===== config.mk =====
export PLATFORM = sky130hd
export DESIGN_NAME = cim_serial_add_seq
export DESIGN_NICKNAME = d
export VERILOG_FILES = /design/src/rtl/cim_serial_add_seq.sv
export SDC_FILE = /design/constraint.sdc
export NUM_CORES = 1
export LEC_CHECK = 0
export ABC_AREA = 1
export CORE_ASPECT_RATIO = 1.1
export CORE_MARGIN = 2
export CORE_UTILIZATION = 40
export DETAILED_ROUTE_END_ITERATION = 6
export PLACE_DENSITY = 0.79
export SLEW_MARGIN = 20
export SYNTH_ARGS = -nofsm -noshare
export SYNTH_HDL_FRONTEND = slang
export SYNTH_SLANG_ARGS = --single-unit

===== constraint.sdc =====
create_clock -name sys_clk_in -period 4.09 [get_ports sys_clk_in]
set_clock_uncertainty 0.05 [all_clocks]
set_input_delay 0.818 -clock sys_clk_in [delete_from_list [all_inputs] [get_ports sys_clk_in]]
set_output_delay 0.818 -clock sys_clk_in [all_outputs]
set_load 0.02 [all_outputs]

===== src/rtl/cim_serial_add_seq.sv =====
// Bit-serial vector add sequencer for the in-memory compute array (32 lanes, transposed operands).
// Optional macro CIM_SEQ_PERF_CNT_EN adds a saturating busy-cycle counter output cyc_count_out.
module cim_serial_add_seq #(
    parameter int NBITS_W = 6,
    parameter int ADDR_W  = 8
) (
    input  logic               sys_clk_in,
    input  logic               sys_reset_in,
    input  logic               start_in,
    input  logic [ADDR_W-1:0]  base_a_in,
    input  logic [ADDR_W-1:0]  base_b_in,
    input  logic [ADDR_W-1:0]  base_dst_in,
    input  logic [NBITS_W-1:0] nbits_in,
    input  logic               carry_init_in,
    input  logic [31:0]        compute_data_in,
    output logic [ADDR_W-1:0]  sram_addr_a_out,
    output logic [ADDR_W-1:0]  sram_addr_b_out,
    output logic [31:0]        sram_data_a_out,
    output logic               sram_wren_a_out,
    output logic [63:0]        compute_sel_out,
    output logic [3:0]         read_sel_out,
    output logic               load_carry_out,
    output logic               update_carry_out,
    output logic [31:0]        carry_out,
    output logic               busy_out,
    output logic               done_out,
    output logic               err_out
`ifdef CIM_SEQ_PERF_CNT_EN
    ,
    output logic [15:0]        cyc_count_out
`endif
);

    typedef enum logic [2:0] {IDLE, LOAD, READ, WRITE, DONE} state_t;

    state_t             state;
    logic [ADDR_W-1:0]  base_a_q;
    logic [ADDR_W-1:0]  base_b_q;
    logic [ADDR_W-1:0]  base_dst_q;
    logic [NBITS_W-1:0] nbits_q;
    logic [NBITS_W-1:0] bit_idx;
    logic [NBITS_W-1:0] next_idx;
    logic [ADDR_W-1:0]  cur_off;
    logic [ADDR_W-1:0]  nxt_off;

    always_comb begin
        next_idx = bit_idx + 1'b1;
        cur_off  = ADDR_W'(bit_idx);
        nxt_off  = ADDR_W'(next_idx);
    end

    assign compute_sel_out = '1;
    // The adder sum is only valid while the bitlines hold the READ rows, so it passes straight through.
    assign sram_data_a_out = (state == WRITE) ? compute_data_in : '0;

    always_ff @(posedge sys_clk_in) begin
        if (sys_reset_in) begin
            state            <= IDLE;
            base_a_q         <= '0;
            base_b_q         <= '0;
            base_dst_q       <= '0;
            nbits_q          <= '0;
            bit_idx          <= '0;
            sram_addr_a_out  <= '0;
            sram_addr_b_out  <= '0;
            sram_wren_a_out  <= 1'b0;
            read_sel_out     <= '0;
            load_carry_out   <= 1'b0;
            update_carry_out <= 1'b0;
            carry_out        <= '0;
            busy_out         <= 1'b0;
            done_out         <= 1'b0;
            err_out          <= 1'b0;
        end else begin
            done_out <= 1'b0;
            err_out  <= 1'b0;
            case (state)
                IDLE: begin
                    if (start_in) begin
                        if (nbits_in == '0) begin
                            err_out <= 1'b1;
                        end else begin
                            base_a_q       <= base_a_in;
                            base_b_q       <= base_b_in;
                            base_dst_q     <= base_dst_in;
                            nbits_q        <= nbits_in;
                            bit_idx        <= '0;
                            load_carry_out <= 1'b1;
                            carry_out      <= {32{carry_init_in}};
                            busy_out       <= 1'b1;
                            state          <= LOAD;
                        end
                    end
                end
                LOAD: begin
                    load_carry_out  <= 1'b0;
                    sram_addr_a_out <= base_a_q;
                    sram_addr_b_out <= base_b_q;
                    read_sel_out    <= 4'd0;
                    state           <= READ;
                end
                READ: begin
                    sram_addr_a_out  <= base_dst_q + cur_off;
                    read_sel_out     <= 4'd8;
                    sram_wren_a_out  <= 1'b1;
                    update_carry_out <= 1'b1;
                    state            <= WRITE;
                end
                WRITE: begin
                    sram_wren_a_out  <= 1'b0;
                    update_carry_out <= 1'b0;
                    read_sel_out     <= 4'd0;
                    if (bit_idx == nbits_q - 1'b1) begin
                        sram_addr_a_out <= '0;
                        sram_addr_b_out <= '0;
                        busy_out        <= 1'b0;
                        done_out        <= 1'b1;
                        state           <= DONE;
                    end else begin
                        bit_idx         <= next_idx;
                        sram_addr_a_out <= base_a_q + nxt_off;
                        sram_addr_b_out <= base_b_q + nxt_off;
                        state           <= READ;
                    end
                end
                DONE: begin
                    state <= IDLE;
                end
                default: begin
                    state <= IDLE;
                end
            endcase
        end
    end

`ifdef CIM_SEQ_PERF_CNT_EN
    always_ff @(posedge sys_clk_in) begin
        if (sys_reset_in) begin
            cyc_count_out <= '0;
        end else if (state == IDLE && start_in && nbits_in != '0) begin
            cyc_count_out <= '0;
        end else if (busy_out && cyc_count_out != 16'hFFFF) begin
            cyc_count_out <= cyc_count_out + 16'd1;
        end
    end
`else
    // Default build carries no cycle counter.
`endif

endmodule


# --- Yosys cells after proc, flatten, opt, wreduce, memory -nomap -nowiden ---
# Index checks and enable logic that the tools add are counted.
totals:
  register_bits: 65
  input_bits: 66
  out_inout_bits: 154
  wordCells: 70
classes:
  n_addsub: 5
  n_eq_ne: 8
  mux: 22
  n_bitwise: 4
  reduce_logical: 16
op_table:
  columns: ["operator", "n"]
  rows:
  - ["two-way mux 32 bit", 1]
  - ["adder 8 x 6 -> 8 bit", 3]
  - ["case mux 8 bit (3 select lines)", 1]
  - ["two-way mux 6 bit", 3]
  - ["two-way mux 8 bit", 2]
  - ["case mux 8 bit (2 select lines)", 1]
  - ["case mux 3 bit (4 select lines)", 1]
  - ["case mux 6 bit (2 select lines)", 1]
  - ["nonzero test 2 bit", 5]
  - ["two-way mux 3 bit", 3]
  - ["case mux 4 bit (2 select lines)", 1]
  - ["AND reduction 4 bit", 2]
  - ["adder 6 x 1 -> 6 bit (second input constant)", 1]
  - ["== test 3 x 2 -> 1 bit (second input constant)", 2]
  - ["== test 6 bit", 1]
  - ["logical NOT 6 bit", 1]
  - ["inequality test 2 bit (second input constant)", 3]
  - ["case mux 1 bit (2 select lines)", 3]
  - ["AND reduction 3 bit", 2]
  - ["subtractor 6 x 1 -> 6 bit (second input constant)", 1]
  - ["two-way mux 1 bit", 5]
  - ["NOT 1 bit", 4]
  - ["OR reduction 2 bit", 2]
  - ["== test 3 x 1 -> 1 bit (second input constant)", 1]
  - ["5 further kinds", 5]

# --- Longest topological paths before layout ---
depth:
  depth_word: 4
  ltp_mapped: 14
  ltp_nobuf: 14

# --- Worst setup path after synthesis ---
# Ideal clock, no wire load.
synth_timing:
  path_type: "register to output"
  startpoint: "register state[1]"
  endpoint: "output sram_data_a_out[11]"
  arrival_time_ps: 1307
  t_required_ps: 3222
  setup_slack_ps: 1915
  stages_incl_launch_ff: 7
  path_buffers: 2
  path_cell_list: "dfxtp_1 -> inv_2 -> nor2_2 -> nand2_1 -> clkbuf_1 -> clkbuf_1 -> nor2_1"
synth_via:
  elab_chain_len: 2
synth_rtl:
  columns: ["item", "line_no", "rtl"]
  rows:
  - ["start, declared", "36", "state_t state;"]
  - ["start signal, assigned", "58", "state <= IDLE;"]
  - ["start signal, assigned", "91", "state <= LOAD;"]
  - ["start signal, assigned", "100", "state <= READ;"]
  - ["== test 3 x 2 -> 1 bit", "54", "assign sram_data_a_out = (state == WRITE) ? compute_data_in : '0;"]
  - ["two-way mux 32 bit", "54", null]
  - ["end, declared", "18", "output logic [31:0] sram_data_a_out,"]
# Every way passes these cells.

# --- Final worst setup path ---
layout_timing:
  startpoint: "input nbits_in[5]"
  endpoint: "register base_a_q[6]"
layout_via:
  elab_chain_len: 3
layout_rtl:
  columns: ["item", "line_no", "rtl"]
  rows:
  - ["start, declared", "13", "input logic [NBITS_W-1:0] nbits_in,"]
  - ["logical NOT 6 bit", "80", "if (nbits_in == '0) begin"]
  - ["NOT 1 bit (no source line)", null, null]
  - ["AND reduction 3 bit (no source line)", null, null]
  - ["end signal, assigned", "83", "base_a_q <= base_a_in;"]
  - ["end, declared", "37", "logic [ADDR_W-1:0] base_a_q;"]
# Every way passes these cells.
# A chain may end at the register's enable or synchronous reset.

==> flow_summary.yaml <==
logic_synthesis:
  synthFlopType: "dfxtp_1"
  yosysTopAreaCell: "dfxtp_1"
  ys_ff_latch: 62
  ys_seq_area_share_pct: 27.1
  avgSynthCellArea_um2: 6.71
  yosys.cell_types.count: 37
  syn_inst: 682
  yosys_warnings: 0
  synth_area_um2: 4580
  ys_top_cells_by_area: "dfxtp_1, buf_4, nand2_1"
  synthTopCellsByCount: "nand2_1, buf_4, nor2_1"
  async_flop_share_pct: 0
  synth_top_cell_area_share_pct: 27.1
  synth.most_common_cell: "nand2_1"
  synth_edf_count: 0
clock_network:
  cts_setup_buffers: 0
  cts.clk_slew.worst_paths_ps: 50
  cts-htree-levels: 3
  post_cts_resized: 0
  hold_buffers: 0
  cts_tree: "done"
  cts_num_sinks: 62
  clock_path_buffers: 2
  clk_latency_ps: 330
  cts_made_buffers: 9
  root_buffer: "clkbuf_16"
min_path:
  hold_depth: 1
  hold_class: "flip-flop to flip-flop"
floorplan:
  coreArea_um2: 11100
  dieWidth_um: 106
  start_util_pct: 41.4
  rows: 40
  die_area_um2: 12300
  io_pins: 220
  dieHeight_um: 116
setup_path:
  crit_fanout: 45
  reg2reg_from: "bit_idx[1]$_SDFFE_PP0P_"
  arrival_ps: 3220
  worst-setup-path-type: "input pin to flip-flop"
  crit_start: "nbits_in[5]"
  r2r_end: "sram_addr_a_out[7]$_SDFFE_PP0P_"
  start_kind: "input pin"
  timing.reg2reg.setup_slack_ps: 1410
  reg2reg_depth: 14
  cp-end-kind: "flip-flop"
  cp.required_ps: 4230
  worstSetupEndpoint: "base_a_q[6]$_SDFFE_PP0P_"
sta:
  setup_violations: 0
  clock.fmax_ghz: 0.325
  worst_pin_slew_ps: 925
  rsz0062_at_grt: "false"
  whs_ps: 404
  post-route-min-period_ps: 3080
  drv_slew: 0
  fin_crit_sh_pct: 75.2
  hold_viol: 0
  relSlewSlack_pct: 38.2
  finalSetupTns_ps: 0
power_and_ir_drop:
  peakVddDrop_uv: 223
  finalPower_uw: 2280
  leakagePower_uw: 0.00293
  power_density_nw_per_um2: 381
global_routing:
  antenna_found_initial: 0
  grt-busiest-layer: "met2"
  grt_max_degree: 46
  use_met1_pct: 23.1
  grt_pass1_wl_um: 18100
  grt_use_met2_pct: 30.8
  use_met3_pct: 4.24
  grt_pass1_vias: 3892
  grt_usage_pct: 18.2
  overflow: 0
route:
  wire_per_inst_um: 12.3
  ant_nets: 0
  via_per_inst: 4.54
  first_pass_iters: 4
  first_iter_violations: 182
  via_count: 4294
  drc: 0
  wl_um: 11600
final_layout:
  seqCellArea_um2: 1240
  drive_above_1_share_pct: 4.63
  diodes: 0
  final_nets: 886
  final_area_um2: 5990
  multiInputGateArea_um2: 2410
  finish.utilization_pct: 54.2
  fillers: 1063
  syn_to_final_growth_pct: 31.0
placed_design:
  hpwl_um: 8680
  dpl_cell_area_um2: 5720
  place.gp.congestion: 0.926
  io_buffers: 152
status:
  status: "completed"
flow_run:
  maxCapViolations: 0
metal layers:
metal  part of all wire, %  up-vias
li1                      -     2222
met1                    43     1893
met2                    48      165
met3                   8.1       14
met4                   1.2        0
met5                     0        -
cell usage in the layout, fill, tap and decap left out:
master / instances
clkinv_1: 2
clkdlybuf4s50_1: 152
nand3_1: 36
inv_2: 6
o21ai_1: 4
o21ai_0: 52
xor2_1: 9
nand3_4: 1
nand2_4: 1
clkbuf_16: 9
or2_1: 2
clkinvlp_4: 2
nand4_1: 15
nand3b_1: 2
a21o_1: 2
buf_4: 3
o21ai_2: 1
nand2_1: 105
dfxtp_1: 62
nor3_1: 4
nor2_1: 91
nand3_2: 1
nor4_1: 1
a21oi_1: 38
xnor2_1: 1
nor2_2: 4
a31oi_1: 3
conb_1: 67
a21oi_2: 2
a22oi_1: 1
clkinv_2: 1
or2_2: 3
clkbuf_8: 2
nor2_4: 1
ha_1: 22
inv_1: 81
o21a_1: 6
fa_1: 3
clkbuf_1: 1
sequential cells by signal (all words and copies together), names as in the netlist:
name,flops
done_out,1
load_carry_out,1
base_a_q,8
nbits_q,6
read_sel_out,1
sram_addr_b_out,8
base_b_q,8
state,3
update_carry_out,1
busy_out,1
base_dst_q,8
sram_addr_a_out,8
err_out,1
carry_out,1
bit_idx,6
how the worst min path moves through the flow:
stage,start,slack [ps],to
final,state[0]$_SDFFE_PP0P_,400,state[0]$_SDFFE_PP0P_
after global routing,state[0]$_SDFFE_PP0P_,420,state[0]$_SDFFE_PP0P_
after CTS,state[0]$_SDFFE_PP0P_,410,state[0]$_SDFFE_PP0P_
after detailed placement,state[0]$_SDFFE_PP0P_,400,state[0]$_SDFFE_PP0P_
after global placement,state[0]$_SDFFE_PP0P_,390,state[0]$_SDFFE_PP0P_
after floorplan,state[0]$_SDFFE_PP0P_,380,state[0]$_SDFFE_PP0P_
worst max-delay path, stage by stage:
cell             delay (ps)
clkdlybuf4s50_1         490
nor4_1                   60
nand2_1                  70
nand2_1                  80
nor2_2                  710
inv_2                   550
o21ai_0                 350
a21oi_1                  60
per-stage QoR:
| stage | setup slack, ps | std cells |
|---|---|---|
| 6_report | 1010 | 946 |
| 5_1_grt | 755 | 946 |
| 4_1_cts | 1040 | 946 |
| 3_5_place_dp | 710 | 931 |
| 3_3_place_gp | 802 | 931 |
| 2_1_floorplan | 1920 | 747 |
cell families (layout without fill, tap and decap cells):
kind of cell | count (synthesis) | in the layout | share of synthesized area (%)
AOI/OAI and AO/OA | 109 | 109 | 12.7
xor gates and xnor gates | 10 | 10 | 1.91
adders and majority gates | 25 | 25 | 7.33
buffers and inverters | 207 | 259 | 25.4
DFF | 62 | 62 | 27.1
other | 2 | 67 | 0.164
and+or+nand+nor | 267 | 267 | 25.3
power breakdown:
group	total [uW]	switching, uW	internal, uW
Sequential	750	70.8	679
Combinational	822	489	332
Clock	713	274	438
layout make-up:
type,count,share of cell area [%]
inverter,89,5.57
clock inverter,3,0.334
sequential,62,20.7
tap,147,3.07
clock buffer,12,4.28
multi-input combinational,478,40.3
timing repair buffer,155,25.8
Power figures use the tool's default switching activity.
